### src/rtl/stream_bootloader.sv
// Byte-stream bootloader (RX records into triangle memory) and frame dumper (TX fill_time + frame buffer).
// Optional per-record XOR checksum with resend on mismatch: define CHECKSUM_EN.
module stream_bootloader #(
  parameter int RECORD_BYTES = 18,
  parameter int COUNT_BYTES  = 4,
  parameter int ADDR_W       = 32,
  parameter int PIXEL_BYTES  = 3,
  parameter int TIME_BYTES   = 3,
  parameter int FB_WORDS     = 2073600,
  localparam int FB_AW       = (FB_WORDS > 1) ? $clog2(FB_WORDS) : 1
) (
  input  logic                      clk,
  input  logic                      rst_n,
  input  logic                      bootload_en,
  input  logic                      transmit_en,
  input  logic                      done_drawing,
  input  logic                      rx_valid,
  input  logic [7:0]                rx_byte,
  output logic                      rec_valid,
  output logic [ADDR_W-1:0]         rec_addr,
  output logic [8*RECORD_BYTES-1:0] rec_data,
  output logic                      load_done,
  output logic                      system_rst_n,
  input  logic [8*TIME_BYTES-1:0]   fill_time,
  output logic                      fb_rd_en,
  output logic [FB_AW-1:0]          fb_addr,
  input  logic [8*PIXEL_BYTES-1:0]  fb_rd_data,
  output logic                      tx_valid,
  output logic [7:0]                tx_byte,
  input  logic                      tx_ready,
  output logic [15:0]               csum_err_cnt
);

  localparam int CW   = 8*COUNT_BYTES;
  localparam int RMAX = (RECORD_BYTES > COUNT_BYTES) ? RECORD_BYTES : COUNT_BYTES;
  localparam int RBW  = $clog2(RMAX + 1);
  localparam int TMAX = (TIME_BYTES > PIXEL_BYTES) ? TIME_BYTES : PIXEL_BYTES;
  localparam int TBW  = $clog2(TMAX + 1);
  localparam int SW   = 8*TMAX;
  localparam int TW   = 8*TIME_BYTES;
  localparam int PW   = 8*PIXEL_BYTES;

`ifdef CHECKSUM_EN
  typedef enum logic [2:0] {RX_IDLE, RX_COUNT, RX_DATA, RX_CSUM, RX_WRITE, RX_DONE} rx_state_t;
`else
  typedef enum logic [2:0] {RX_IDLE, RX_COUNT, RX_DATA, RX_WRITE, RX_DONE} rx_state_t;
`endif
  typedef enum logic [2:0] {TX_IDLE, TX_TIME, TX_FETCH, TX_LATCH, TX_PIXEL} tx_state_t;

  rx_state_t         rx_state;
  tx_state_t         tx_state;
  logic              bl_q;
  logic [CW-1:0]     cnt_sr;
  logic [ADDR_W-1:0] count_w;
  logic [ADDR_W-1:0] idx;
  logic [RBW-1:0]    rbcnt;
  logic [SW-1:0]     sh;
  logic [TBW-1:0]    tbcnt;

  assign system_rst_n = rst_n & ~bootload_en;
  assign count_w      = ADDR_W'(cnt_sr);
  assign rec_addr     = idx;
  assign tx_byte      = sh[SW-1 -: 8];

`ifdef CHECKSUM_EN
  logic [7:0]  csum;
  logic [15:0] err_q;
  assign csum_err_cnt = err_q;
`else
  assign csum_err_cnt = '0;
`endif

  // Both the count header and record bytes shift in from the top, so the first byte lands in [7:0].
  always_ff @(posedge clk or negedge rst_n) begin
    if (!rst_n) begin
      rx_state  <= RX_IDLE;
      bl_q      <= 1'b0;
      cnt_sr    <= '0;
      idx       <= '0;
      rbcnt     <= '0;
      rec_data  <= '0;
      rec_valid <= 1'b0;
      load_done <= 1'b0;
`ifdef CHECKSUM_EN
      csum      <= '0;
      err_q     <= '0;
`endif
    end else begin
      bl_q      <= bootload_en;
      rec_valid <= 1'b0;
      if (rx_state != RX_IDLE && rx_state != RX_DONE && !bootload_en) begin
        rx_state <= RX_IDLE;
      end else begin
        case (rx_state)
          RX_IDLE: if (bootload_en && !bl_q) begin
            rx_state  <= RX_COUNT;
            cnt_sr    <= '0;
            idx       <= '0;
            rbcnt     <= '0;
            load_done <= 1'b0;
          end
          RX_COUNT: if (rx_valid) begin
            cnt_sr <= {rx_byte, cnt_sr[CW-1:8]};
            if (rbcnt == RBW'(COUNT_BYTES-1)) begin
              rbcnt <= '0;
              if (ADDR_W'({rx_byte, cnt_sr[CW-1:8]}) == '0) begin
                rx_state  <= RX_DONE;
                load_done <= 1'b1;
              end else begin
                rx_state <= RX_DATA;
              end
            end else begin
              rbcnt <= rbcnt + RBW'(1);
            end
          end
          RX_DATA: if (rx_valid) begin
            rec_data <= {rx_byte, rec_data[8*RECORD_BYTES-1:8]};
`ifdef CHECKSUM_EN
            csum <= (rbcnt == '0) ? rx_byte : (csum ^ rx_byte);
`endif
            if (rbcnt == RBW'(RECORD_BYTES-1)) begin
              rbcnt <= '0;
`ifdef CHECKSUM_EN
              rx_state <= RX_CSUM;
`else
              rx_state  <= RX_WRITE;
              rec_valid <= 1'b1;
`endif
            end else begin
              rbcnt <= rbcnt + RBW'(1);
            end
          end
`ifdef CHECKSUM_EN
          RX_CSUM: if (rx_valid) begin
            if (rx_byte == csum) begin
              rx_state  <= RX_WRITE;
              rec_valid <= 1'b1;
            end else begin
              rx_state <= RX_DATA;
              if (err_q != 16'hFFFF) err_q <= err_q + 16'd1;
            end
          end
`endif
          RX_WRITE: begin
            idx <= idx + ADDR_W'(1);
            if (idx + ADDR_W'(1) == count_w) begin
              rx_state  <= RX_DONE;
              load_done <= 1'b1;
            end else begin
              rx_state <= RX_DATA;
              // A byte arriving during the write strobe starts the next record.
              if (rx_valid) begin
                rec_data <= {rx_byte, rec_data[8*RECORD_BYTES-1:8]};
                rbcnt    <= RBW'(1);
`ifdef CHECKSUM_EN
                csum     <= rx_byte;
`endif
              end
            end
          end
          RX_DONE: if (!bootload_en) rx_state <= RX_IDLE;
          default: rx_state <= RX_IDLE;
        endcase
      end
    end
  end

  // Bootload holds the TX side in reset alongside the rest of the system.
  always_ff @(posedge clk or negedge rst_n) begin
    if (!rst_n) begin
      tx_state <= TX_IDLE;
      fb_addr  <= '0;
      fb_rd_en <= 1'b0;
      tx_valid <= 1'b0;
      sh       <= '0;
      tbcnt    <= '0;
    end else if (bootload_en) begin
      tx_state <= TX_IDLE;
      fb_addr  <= '0;
      fb_rd_en <= 1'b0;
      tx_valid <= 1'b0;
      sh       <= '0;
      tbcnt    <= '0;
    end else begin
      case (tx_state)
        TX_IDLE: if (done_drawing && transmit_en) begin
          tx_state <= TX_TIME;
          sh       <= SW'(fill_time) << (SW - TW);
          tx_valid <= 1'b1;
          tbcnt    <= '0;
        end
        TX_TIME: if (tx_ready) begin
          sh <= sh << 8;
          if (tbcnt == TBW'(TIME_BYTES-1)) begin
            tx_valid <= 1'b0;
            tbcnt    <= '0;
            if (transmit_en) begin
              tx_state <= TX_FETCH;
              fb_rd_en <= 1'b1;
            end else begin
              tx_state <= TX_IDLE;
            end
          end else begin
            tbcnt <= tbcnt + TBW'(1);
          end
        end
        TX_FETCH: begin
          fb_rd_en <= 1'b0;
          tx_state <= TX_LATCH;
        end
        TX_LATCH: begin
          sh       <= SW'(fb_rd_data) << (SW - PW);
          tx_valid <= 1'b1;
          tx_state <= TX_PIXEL;
        end
        TX_PIXEL: if (tx_ready) begin
          sh <= sh << 8;
          if (tbcnt == TBW'(PIXEL_BYTES-1)) begin
            tx_valid <= 1'b0;
            tbcnt    <= '0;
            if (fb_addr == FB_AW'(FB_WORDS-1) || !transmit_en) begin
              tx_state <= TX_IDLE;
              fb_addr  <= '0;
            end else begin
              fb_addr  <= fb_addr + FB_AW'(1);
              tx_state <= TX_FETCH;
              fb_rd_en <= 1'b1;
            end
          end else begin
            tbcnt <= tbcnt + TBW'(1);
          end
        end
        default: tx_state <= TX_IDLE;
      endcase
    end
  end

endmodule

### config.mk
export PLATFORM = sky130hd
export DESIGN_NAME = stream_bootloader
export DESIGN_NICKNAME = d
export VERILOG_FILES = /design/src/rtl/stream_bootloader.sv
export SDC_FILE = /design/constraint.sdc
export NUM_CORES = 1
export LEC_CHECK = 0
export ABC_CLOCK_PERIOD_IN_PS = 5700
export CORE_UTILIZATION = 55
export DETAILED_ROUTE_END_ITERATION = 7
export MAX_ROUTING_LAYER = met4
export PLACE_DENSITY = 0.85
export SLEW_MARGIN = 5
export SYNTH_ARGS = -nofsm -noshare
export SYNTH_HDL_FRONTEND = slang
export SYNTH_SLANG_ARGS = --single-unit
export TNS_END_PERCENT = 5
### constraint.sdc
create_clock -name clk -period 5.7 [get_ports clk]
set_input_delay 1.14 -clock clk [delete_from_list [all_inputs] [get_ports clk]]
set_output_delay 1.14 -clock clk [all_outputs]
set_load 0.02 [all_outputs]
==> results.txt, run 1 <==
----------------------------------------------------
[Status]
  Result of the run ... completed

[Critical path]
  Critical-path top delay cell ... sky130_fd_sc_hd__or4_1
  R2R setup slack ... about 0.86 ns
  Critical Path RT ... 6.14 ns
  Type of the worst setup path ... reg -> reg
  Startpoint class of the critical path ... flop
  RR Startpoint ... rec_addr[0]$_DFFE_PN0P_
  Highest cell delay on the worst timing path ... about 0.80 ns
  Critical path endpoint category ... flop
  FF-to-FF path depth ... 10
  Peak fanout along the critical path ... 50
  WP data arrival ... between 5 and 6 ns
  Worst flop-to-flop path endpoint ... rec_data[143]$_DFFE_PN0P_
  Cells traversed along the worst timing path ... ha_1, nand3_2, or4_1, xnor2_1, or4b_1, nor4_1, nand4_2, nand2b_4, buf_12, mux2_2

[Clock network]
  Hold buffer count at cts ... 0
  # resized after CTS ... 0
  Buffers from clock root to sink, at most ... 3
  Number of clock sinks seen by CTS ... roughly 270
  Worst-path clk slew ... ~0.060 ns
  Clock latency reported for the late side of the worst-skew pair ... ~0.56 ns
  Root Buffer Master ... sky130_fd_sc_hd__clkbuf_16
  TritonCTS clock tree ... yes
  Clock H-tree levels ... 1
  Buffers inserted by post-CTS timing repair ... 0
  Number of buffers inserted during clock tree synthesis ... 28

[Global routing]
  Via count of the first global-routing pass ... between 10,000 and 15,000
  Combined global-route utilization of all metal layers ... roughly 30%
  Initial antenna violation count ... 0
  Most congested layer reported by global routing ... met2
  Maximum number of pins on one net before global-route repair ... roughly 180
  Global route total overflow ... 0
  Grt met2 use ... approximately half
  Met1 track demand over resource in global routing ... 38.9%
  Global-route wire length before repair ... 58.8 mm
  Met3 Track Usage GR ... between 3 and 4%

[Place]
  Number of port buffers ... 272
  Total placed instance area ... 16,400 µm²
  Routability congestion estimate from global placement ... 0.973
  Number of placed cells counting well taps ... around 1,800
  DP Wirelength ... between 20 and 30 mm

[Detailed routing]
  Via total after detailed routing ... ~11,000
  DRC violation count after routing ... 0
  Wire length reported by the detailed router ... ~37 mm
  First-pass iteration count of the detailed router ... 5
  Antenna violation net count after detailed routing ... 0
  Iter 0 DRT Violations ... 995
  Via density ... about 6.0
  Per-cell routed wire length ... between 20 and 25 µm

[Timing]
  Highest attainable clock frequency ... 207 MHz
  Number of endpoints with negative hold slack in the final report ... 0
  Final total negative setup slack ... 0 ns
  Part of the cycle the worst path needs ... around 85%
  Transition time at the pin with the least slew margin ... ~1.3 ns
  Setup-violating endpoint count in the final report ... 0
  Worst rel slew slack ... 15.8%
  Setup repair after global routing missed its margin ... false
  Setup clock skew after layout ... about 0.026 ns
  Number of pins with negative max-slew slack in the final report ... 0
  Post-route minimum period ... approximately 4.8 ns

[Yosys]
  Proportion of netlist area held by the largest area contributor ... around half
  Avg Inst Size Synth ... about 11 µm²
  Cells after Synth ... around 1,300
  Flip-flop and latch count after synthesis ... between 200 and 300
  Synthesis Warnings ... 0
  Cell taking the most area after synthesis ... sky130_fd_sc_hd__dfrtp_1
  Count of different cell masters after synthesis ... 74
  Fraction of the yosys area taken by sequential cells ... 49.3%
  Fraction of registers with async set/reset ... 100%
  Main area contributors after synthesis ... sky130_fd_sc_hd__dfrtp_1 (49%), sky130_fd_sc_hd__mux2_2 (7.6%), sky130_fd_sc_hd__mux2_4 (6.5%), sky130_fd_sc_hd__nand2_1 (4.2%), sky130_fd_sc_hd__o21ai_0 (2.8%)
  Most used flip-flop cell after synthesis ... sky130_fd_sc_hd__dfrtp_1
  Synthesized cell area ... 13,800 µm²
  Number of enable-type register cells in the synthesized netlist ... 0

[Power]
  VDD IR max ... ~0.27 mV
  Total power density per cell area ... roughly 390 nW/µm²
  P_leak ... a little under 0.008 µW

[Floorplanning]
  Y dimension of the die ... about 160 µm
  Die X ... approximately 160 µm
  I/O pin total ... 289
  Total number of placement rows ... 57
  Floorplan die area ... between 20,000 and 30,000 µm²
  Total core area ... about 24,000 µm²
  Starting density of the core ... 56.3%

[Worst hold path]
  Hold-critical path depth ... 2
  Start point of the worst min-delay path ... cnt_sr[0]$_DFFE_PN0P_
  Worst hold path class ... reg -> reg
  WHS Endpoint ... cnt_sr[0]$_DFFE_PN0P_

[Final layout]
  Number of standard cells in the final layout excluding fillers ... around 1,900
  Utilization after layout ... between 70% and 80%
  Post-route design area ... roughly 17,000 µm²
  Number of nets at the end of the flow ... 1,581
  Fraction of layout instances using a drive strength above 1 ... ~15%
  # diodes ... 0
  Area growth syn-to-layout ... 25.8%

[Flow run]
  Max-capacitance violation count ... 0

----------------------------------------------------
-- power breakdown --
part | total [µW] | leakage [µW] | internal, µW | switching [µW]
Combinational | 2300 | 0.00371 | 1100 | 1200
Sequential | 2690 | 0.00367 | 2270 | 415
Clock | 1740 | 0.000423 | 1000 | 732
Total | 6720 | 0.00780 | 4380 | 2340
-- area by class of cell --
| type | count | area (µm²) |
|---|---|---|
| fill | 1719 | 7150 |
| sequential | 271 | 6780 |
| multi-input combinational | 920 | 6370 |
| timing repair buffer | 280 | 2830 |
| clock buffer | 42 | 793 |
| tap | 324 | 405 |
| clock inverter | 6 | 82.6 |
| inverter | 13 | 48.8 |
-- flip-flops by register name (all words and copies together), names as in the netlist --
name       count
rec_data     144
sh            24
rec_valid      1
tx_state       3
fb_rd_en       1
tbcnt          2
rec_addr      32
load_done      1
bl_q           1
rbcnt          5
cnt_sr        32
tx_valid       1
rx_state       3
fb_addr       21
-- worst max-delay path: cells and delay by family (launching register included) --
kind,cells,cell delay (ns)
buf+inv,1,0.41
flops,1,0.52
simple gates,6,2.83
mux,1,0.38
xor+xnor,1,0.22
fa+ha+maj,1,0.32
-- cell families (layout without fill, tap and decap cells) --
logic type / Yosys count / in the layout / synth area share, %
simple gates: 449 / 449 / 16.5
flops: 271 / 271 / 49.3
compound gates: 240 / 240 / 10.8
mux: 157 / 157 / 14.4
buf+inv: 118 / 341 / 5.12
xor+xnor: 54 / 54 / 3.44
fa+ha+maj: 4 / 4 / 0.364
other cells: 1 / 16 / 0.0272
-- cell usage after synthesis, drive strengths merged, types with 6 or more instances --
master	n
dfrtp	271
mux2	153
nand2	153
nor2	79
o21ai	79
nand3	58
a21oi	55
clkbuf	53
buf	52
xnor2	41
nor4	30
nand4	25
nand2b	18
and3	17
nor3	16
a22oi	15
o22ai	14
inv	13
o31ai	13
xor2	13
a31oi	10
nor2b	10
o221ai	9
or3	9
a211oi	8
and2	8
and4	7
o41ai	6
or4	6
-- cell usage in the layout, fill, tap and decap left out, types with 7 or more instances in the layout --
cell type,Yosys,layout
sky130_fd_sc_hd__and2_1,7,7
sky130_fd_sc_hd__clkdlybuf4s50_1,0,271
sky130_fd_sc_hd__and4_1,7,7
sky130_fd_sc_hd__clkbuf_1,53,10
sky130_fd_sc_hd__nor2_1,77,76
sky130_fd_sc_hd__nand2_1,153,153
sky130_fd_sc_hd__nand3_1,56,56
sky130_fd_sc_hd__nor4_1,28,28
sky130_fd_sc_hd__nand2b_1,18,17
sky130_fd_sc_hd__o21ai_0,78,78
sky130_fd_sc_hd__a31oi_1,10,10
sky130_fd_sc_hd__o221ai_1,9,9
sky130_fd_sc_hd__o31ai_1,13,13
sky130_fd_sc_hd__a211oi_1,8,8
sky130_fd_sc_hd__dfrtp_1,271,271
sky130_fd_sc_hd__nor2b_1,10,10
sky130_fd_sc_hd__mux2_2,93,93
sky130_fd_sc_hd__conb_1,1,16
sky130_fd_sc_hd__nor3_1,14,12
sky130_fd_sc_hd__xor2_1,13,13
sky130_fd_sc_hd__and3_1,17,17
sky130_fd_sc_hd__a22oi_1,15,15
sky130_fd_sc_hd__xnor2_1,41,41
sky130_fd_sc_hd__a21oi_1,54,53
sky130_fd_sc_hd__clkbuf_16,0,28
sky130_fd_sc_hd__nand4_1,21,21
sky130_fd_sc_hd__or3_1,9,9
sky130_fd_sc_hd__o22ai_1,14,14
sky130_fd_sc_hd__inv_1,13,13
sky130_fd_sc_hd__mux2_4,60,60
-- metal layers --
layer	part of all wire (%)	routed length (µm)
met5	0	0
met2	50	18600
met1	41	15400
met3	6.4	2390
met4	2.3	856
-- worst max-delay path by stage --
stage                                 to  depth (start not counted)  slack (ns)                    start
6_report       rec_data[143]$_DFFE_PN0P_                         10        0.86  rec_addr[0]$_DFFE_PN0P_
5_1_grt        rec_data[143]$_DFFE_PN0P_                         10        0.67  rec_addr[0]$_DFFE_PN0P_
4_1_cts        rec_data[143]$_DFFE_PN0P_                         10        0.97  rec_addr[0]$_DFFE_PN0P_
3_5_place_dp   rec_data[143]$_DFFE_PN0P_                         10        0.97  rec_addr[0]$_DFFE_PN0P_
3_3_place_gp   rec_data[143]$_DFFE_PN0P_                         10        1.10  rec_addr[0]$_DFFE_PN0P_
2_1_floorplan  rec_data[100]$_DFFE_PN0P_                         13        1.90  rec_addr[0]$_DFFE_PN0P_
-- through the flow --
stage | power [µW] | setup WS (ns) | hold slack, ns
3_5_place_dp | 4990 | 0.974 | 0.491
2_1_floorplan | 4130 | 1.90 | 0.459
4_1_cts | 6750 | 0.969 | 0.503
3_3_place_gp | 4920 | 1.10 | 0.476
6_report | 6720 | 0.859 | 0.497
5_1_grt | 7050 | 0.668 | 0.520
(Power assumes the default switching activity.)
==> run 2, diff against run 1 <==
- ABC_CLOCK_PERIOD_IN_PS: 5700 -> 3900
- CORE_UTILIZATION: 55 -> 47
- PLACE_DENSITY: 0.85 -> 0.77
- clock period: 5.7 -> 3.9 ns (I/O delays scaled with it)
==> results.txt, run 2 (synthesis results as in run 1) <==
----------------------------------------------------
[Status]
  Result of the run ... completed

[Critical path]
  Cells traversed along the worst timing path ... nand4_2, or4_1, xnor2_1, or4b_1, nor4_1, nand4_2, buf_4, nand2b_4, buf_12, mux2_2
  Peak fanout along the critical path ... 27 (-46%)
  Gate family responsible for the most delay along the worst path ... simple AND/OR/NAND/NOR gates
  RR Startpoint ... rec_addr[11]$_DFFE_PN0P_
  Path length in cells of the critical path ... 10 (unchanged)
  Critical path buffer and inverter count ... 2 (+1)
  Highest cell delay on the worst timing path ... 0.70 ns (-0.10 ns)
  FF-to-FF path depth ... 10 (unchanged)
  Worst setup path startpoint ... rec_addr[11]$_DFFE_PN0P_
  WP data arrival ... 4.20 ns (-1.08 ns)
  Cell mode on critical path ... sky130_fd_sc_hd__nand4_2
  Critical Path RT ... 4.35 ns (-1.79 ns)
  Startpoint class of the critical path ... flop
  Critical-path top delay cell ... sky130_fd_sc_hd__or4_1
  Critical path endpoint category ... flop
  Type of the worst setup path ... reg -> reg

[Clock network]
  Clock H-tree levels ... 1 (unchanged)
  Buffers from clock root to sink, at most ... 3 (unchanged)
  TritonCTS clock tree ... yes
  Root Buffer Master ... sky130_fd_sc_hd__clkbuf_16
  Clock latency reported for the late side of the worst-skew pair ... 0.57 ns (about the same)
  Number of clock sinks seen by CTS ... 271 (unchanged)
  Hold buffer count at cts ... 0 (unchanged)
  Number of buffers inserted during clock tree synthesis ... 30 (+7.1%)
  Worst-path clk slew ... 0.06 ns (about the same)

[Timing]
  Setup clock skew after layout ... 0.0150 ns (-0.0111 ns)
  Transition time at the pin with the least slew margin ... 1.13 ns (-0.133 ns)
  Final total negative setup slack ... 0 ns (unchanged)
  Number of endpoints with negative hold slack in the final report ... 0 (unchanged)
  Setup-violating endpoint count in the final report ... 0 (unchanged)
  Highest attainable clock frequency ... 266 MHz (+29%)
  Worst rel slew slack ... 24.8% (+9.0 points)
  Setup repair after global routing missed its margin ... false
  Part of the cycle the worst path needs ... 96.3% (+11 points)
  Number of pins with negative max-slew slack in the final report ... 0 (unchanged)
  Final Hold Slack ... 0.378 ns (-0.119 ns)
  Post-route minimum period ... 3.76 ns (-1.08 ns)

[Detailed routing]
  Iter 0 DRT Violations ... 911 (-8.4%)
  Wire length reported by the detailed router ... 40.5 mm (+8.9%)
  DRC violation count after routing ... 0 (unchanged)
  Via density ... 5.73 (-4.1%)
  First-pass iteration count of the detailed router ... 4 (-1)
  Per-cell routed wire length ... 20.3 µm (+1.4%)
  Antenna violation net count after detailed routing ... 0 (unchanged)
  Via total after detailed routing ... 11,400 (+3.0%)

[Final layout]
  # diodes ... 0 (unchanged)
  Number of flip-flops under the largest register name ... 144 (unchanged)
  Number of standard cells in the final layout excluding fillers ... 1,993 (+7.4%)
  Area growth syn-to-layout ... 31.2%
  Register name with the most flops ... rec_data
  Most used cells in the layout excluding fill and tap cells ... sky130_fd_sc_hd__dfrtp_1 (271), sky130_fd_sc_hd__clkdlybuf4s50_1 (271), sky130_fd_sc_hd__nand2_1 (153)
  Utilization after layout ... 62.7% (-8.0 points)
  Fraction of layout instances using a drive strength above 1 ... 19.1% (+4.4 points)
  Number of nets at the end of the flow ... 1,654 (+4.6%)

[Flow run]
  Max-capacitance violation count ... 0 (unchanged)

[Place]
  Number of placed cells counting well taps ... 1,934 (+7.0%)
  Number of port buffers ... 272 (unchanged)
  DP Wirelength ... 29.3 mm (+13%)
  Routability congestion estimate from global placement ... 0.933 (-4.1%)

[Floorplanning]
  Die X ... 173 µm (+8.1%)
  I/O pin total ... 289 (unchanged)
  Y dimension of the die ... 173 µm (+8.1%)
  Floorplan die area ... 30,000 µm² (+17%)
  Starting density of the core ... 47.8% (-8.4 points)
  Total number of placement rows ... 62 (+8.8%)
  Total core area ... 28,800 µm² (+18%)

[Power]
  Total power after layout ... 10,200 µW (+52%)
  P_leak ... 0.00823 µW (+5.5%)
  VDD IR max ... 0.375 mV (+38%)
  Total power density per cell area ... 568 nW/µm² (+46%)

[Global routing]
  Most congested layer reported by global routing ... met2
  Initial antenna violation count ... 0 (unchanged)
  Global route total overflow ... 0 (unchanged)
  Global-route wire length before repair ... 64.4 mm (+9.5%)
  Met3 Track Usage GR ... 4.82% (+1.6 points)
  Met1 track demand over resource in global routing ... 36.3% (-2.6 points)
  Maximum number of pins on one net before global-route repair ... 82 (-55%)
  Grt met2 use ... 43.3% (-5.9 points)
  Via count of the first global-routing pass ... 11,200 (+6.8%)
  Combined global-route utilization of all metal layers ... 27.9% (-1.6 points)

[Worst hold path]
  Worst hold path class ... in -> async

----------------------------------------------------
## run 2: cell types whose count changed in the layout (fill, tap and decap cells not counted), sizes merged
cell,delta
clkinv,+6
clkbuf,-2
nand2b,+1
bufinv,+2
buf,+70
## run 2: timing repair
action | 4_1_cts | 5_1_grt
setup endpoints to repair | 0 | 141
setup buffers | 0 | 4
gates resized for setup | 0 | 1
## run 2: layout make-up
| cell class | count | area, µm² |
|---|---|---|
| Tap cell | 384 | 480 |
| Timing Repair Buffer | 350 | 3380 |
| Multi-Input combinational cell | 921 | 6370 |
| Inverter | 13 | 48.8 |
| Clock buffer | 40 | 828 |
| Fill cell | 2251 | 10700 |
| Clock inverter | 14 | 173 |
| Sequential cell | 271 | 6780 |
## run 2: report_power, final
group | internal, µW | total (µW) | switching [µW]
logic | 1680 | 3520 | 1840
registers | 3330 | 3890 | 568
clock network | 1690 | 2840 | 1150
## run 2: layer usage
| layer | vias up | share of wire [%] |
|---|---|---|
| li1 | 5207 | - |
| met1 | 5611 | 42 |
| met2 | 507 | 47 |
| met3 | 95 | 6.9 |
| met4 | 0 | 4.1 |
| met5 | - | 0 |
## run 2: path summary, 6_finish.rpt
path | endpoint | slack (ns)
worst max-delay path | rec_data[28]$_DFFE_PN0P_ | 0.14
worst min-delay path | sh[16]$_DFFE_PN0P_ | 0.38
worst max register to register | rec_data[28]$_DFFE_PN0P_ | 0.14
worst min register to register | cnt_sr[5]$_DFFE_PN0P_ | 0.50
max in group asynchronous | rec_data[135]$_DFFE_PN0P_ | 2.00
min in group clk | cnt_sr[5]$_DFFE_PN0P_ | 0.50
## run 2: worst register-to-register path: stages (launching register included)
cell                       delay, ns
sky130_fd_sc_hd__dfrtp_1        0.49
sky130_fd_sc_hd__nand4_2        0.18
sky130_fd_sc_hd__or4_1          0.70
sky130_fd_sc_hd__xnor2_1        0.21
sky130_fd_sc_hd__or4b_1         0.53
sky130_fd_sc_hd__nor4_1         0.40
sky130_fd_sc_hd__nand4_2        0.14
sky130_fd_sc_hd__buf_4          0.20
sky130_fd_sc_hd__nand2b_4       0.19
sky130_fd_sc_hd__buf_12         0.22
sky130_fd_sc_hd__mux2_2         0.38
## run 2: metrics by stage
stage          setup slack (ns)  instance area, µm²
6_report                  0.142               18100
5_1_grt                  0.0348               18100
4_1_cts                  0.0155               18000
3_5_place_dp             0.0467               17000
3_3_place_gp             0.0507               17000
2_1_floorplan            0.0960               13800
==> run 3, diff against run 2 <==
- RECOVER_POWER: unset -> 50
- SLEW_MARGIN: 5 -> 40
==> results.txt, run 3 (synthesis results as in run 1) <==
----------------------------------------------------
[Status]
  Result of the run ... finished with violations
  Failing checks ... capacitance limit, slew limit

[Floorplanning]
  I/O pin total ... 289 (unchanged)
  Y dimension of the die ... 173 µm (unchanged)
  Starting density of the core ... 47.8% (unchanged)
  Floorplan die area ... 30,000 µm² (unchanged)
  Total core area ... 28,800 µm² (unchanged)
  Die X ... 173 µm (unchanged)
  Total number of placement rows ... 62 (unchanged)

[Final layout]
  Most used cells in the layout excluding fill and tap cells ... sky130_fd_sc_hd__dfrtp_1 (271), sky130_fd_sc_hd__clkdlybuf4s50_1 (176), sky130_fd_sc_hd__nand2_1 (153)
  Fill cell instance count of the final layout ... 2,248 (-0.13%)
  Commonest non-fill, non-tap cell in the layout ... sky130_fd_sc_hd__dfrtp_1
  Fraction of layout instances using a drive strength above 1 ... 19.1% (+0.027 points)
  # diodes ... 0 (unchanged)
  Number of flip-flops under the largest register name ... 144 (unchanged)
  Number of nets at the end of the flow ... 1,655 (+0.060%)
  Area of all sequential standard cells ... 6780 µm² (unchanged)
  Area growth syn-to-layout ... 31.7%
  Multi-input logic area ... 6370 µm² (about the same)
  Register name with the most flops ... rec_data

[Timing]
  Setup clock skew after layout ... 0.0106 ns (-0.00438 ns)
  Transition time at the pin with the least slew margin ... 2.72 ns (+1.59 ns)
  Setup-violating endpoint count in the final report ... 0 (unchanged)
  Part of the cycle the worst path needs ... 96.5% (+0.13 points)
  Final Hold Slack ... 0.499 ns (+0.121 ns)
  Number of endpoints with negative hold slack in the final report ... 0 (unchanged)
  Post-route minimum period ... 3.76 ns (+0.00525 ns)
  Highest attainable clock frequency ... 266 MHz (-0.14%)
  Number of pins with negative max-slew slack in the final report ... 144 (+144)
  Setup WS post-layout ... 0.137 ns (-0.00525 ns)
  Worst rel slew slack ... -81.4% (-110 points)

[Clock network]
  Worst-path clk slew ... 0.06 ns (about the same)
  Clock latency reported for the late side of the worst-skew pair ... 0.57 ns (about the same)
  Root Buffer Master ... sky130_fd_sc_hd__clkbuf_16
  TritonCTS clock tree ... yes
  Number of buffers inserted during clock tree synthesis ... 31 (+3.3%)
  Number of clock sinks seen by CTS ... 271 (unchanged)
  Buffers from clock root to sink, at most ... 3 (unchanged)
  Clock H-tree levels ... 1 (unchanged)

[Power]
  VDD IR max ... 0.346 mV (-7.7%)
  P_leak ... 0.00854 µW (+3.8%)
  Total power density per cell area ... 574 nW/µm² (+1.1%)

[Detailed routing]
  First-pass iteration count of the detailed router ... 5 (+1)
  Via density ... 5.74 (+0.10%)
  Via total after detailed routing ... 11,400 (+0.25%)
  Per-cell routed wire length ... 20.2 µm (-0.50%)
  Wire length reported by the detailed router ... 40.4 mm (-0.35%)
  Iter 0 DRT Violations ... 895 (-1.8%)
  DRC violation count after routing ... 0 (unchanged)
  Antenna violation net count after detailed routing ... 0 (unchanged)

[Global routing]
  Via count of the first global-routing pass ... 11,100 (-0.20%)
  Global-route wire length before repair ... 64.1 mm (-0.37%)
  Combined global-route utilization of all metal layers ... 27.7% (-0.15 points)
  Met3 Track Usage GR ... 3.52% (-1.3 points)
  Initial antenna violation count ... 0 (unchanged)
  Global route total overflow ... 0 (unchanged)
  Maximum number of pins on one net before global-route repair ... 82 (unchanged)
  Most congested layer reported by global routing ... met2
  Grt met2 use ... 43.2% (-0.12 points)
  Met1 track demand over resource in global routing ... 36.9% (+0.56 points)

[Place]
  Setup slack at placement ... 0.0510 ns (+0.00435 ns)
  DP Wirelength ... 29.3 mm (about the same)
  Number of port buffers ... 272 (unchanged)
  Routability congestion estimate from global placement ... 0.933 (unchanged)

[Worst hold path]
  Start point of the worst min-delay path ... rec_data[7]$_DFFE_PN0P_
  Worst hold path class ... reg -> reg

[Critical path]
  Peak fanout along the critical path ... 21 (-22%)
  Critical Path RT ... 4.35 ns (about the same)
  Worst setup path startpoint ... rec_addr[11]$_DFFE_PN0P_
  Type of the worst setup path ... reg -> reg
  WP data arrival ... 4.21 ns (about the same)
  RR Startpoint ... rec_addr[11]$_DFFE_PN0P_
  Startpoint class of the critical path ... flop
  Critical path endpoint category ... flop

[Flow run]
  Max-capacitance violation count ... 2 (+2)

----------------------------------------------------
## run 3: cell types whose count changed in the layout (fill, tap and decap cells not counted), moves of 2 or more
cell,change
sky130_fd_sc_hd__buf_4,-6
sky130_fd_sc_hd__clkbuf_1,+3
sky130_fd_sc_hd__inv_6,+2
sky130_fd_sc_hd__clkdlybuf4s50_1,-95
sky130_fd_sc_hd__clkbuf_8,+2
sky130_fd_sc_hd__clkinv_2,-5
sky130_fd_sc_hd__dlygate4sd3_1,+95
## run 3: area by class of cell
type	instances	share of cell area, %
flip-flops and latches	271	37.4
well taps	384	2.65
clock inverters	14	1.13
inverters	13	0.269
multi-input cells	921	35.1
clock buffers	43	4.86
repair buffers	350	18.5
## run 3: critical path, stage by stage (launching register included)
cell,delay (ns)
sky130_fd_sc_hd__dfrtp_1,0.50
sky130_fd_sc_hd__nand4_2,0.19
sky130_fd_sc_hd__or4_1,0.70
sky130_fd_sc_hd__xnor2_1,0.21
sky130_fd_sc_hd__or4b_1,0.53
sky130_fd_sc_hd__nor4_1,0.41
sky130_fd_sc_hd__nand4_2,0.13
sky130_fd_sc_hd__buf_4,0.20
sky130_fd_sc_hd__nand2b_4,0.19
sky130_fd_sc_hd__buf_12,0.22
sky130_fd_sc_hd__mux2_2,0.36
## run 3: path summary, 6_finish.rpt
check / end / slack [ns] / depth (start not counted)
min in group asynchronous: rec_data[84]$_DFFE_PN0P_ / 1.04 / 2
max in group asynchronous: rec_addr[8]$_DFFE_PN0P_ / 0.65 / 3
hold / removal: rec_data[7]$_DFFE_PN0P_ / 0.50 / 1
setup / recovery: rec_data[76]$_DFFE_PN0P_ / 0.14 / 10
setup reg to reg: rec_data[76]$_DFFE_PN0P_ / 0.14 / 10
hold reg to reg: rec_data[7]$_DFFE_PN0P_ / 0.50 / 1
## run 3: repair_timing
item | 4_1_cts | 5_1_grt
endpoints found under the setup margin | 0 | 142
hold buffers | 0 | 0
buffers inserted | 0 | 4
resized for setup | 0 | 1
## run 3: power by group
part           leakage (µW)  switching [µW]  internal, µW
Sequential          0.00367             568          3330
Clock              0.000534            1190          1850
Combinational       0.00434            1840          1630
Total               0.00854            3600          6800
## run 3: metal layers
layer	share of wire, %	wire length [µm]
met1	42	17100
met4	4.2	1700
met2	47	19000
met3	6.3	2530
met5	0	0
## run 3: stage by stage
stage,area (µm²),TNS [ns],total power (µW),util (%),instances
4_1_cts,18100,0,10500,62.9,1991
2_1_floorplan,13800,0,6030,-,1309
5_1_grt,18100,-0.00892,10900,63.0,1996
3_3_place_gp,17000,0,7310,59.1,1934
6_report,18100,0,10400,63.0,1996
3_5_place_dp,17000,0,7410,59.1,1934
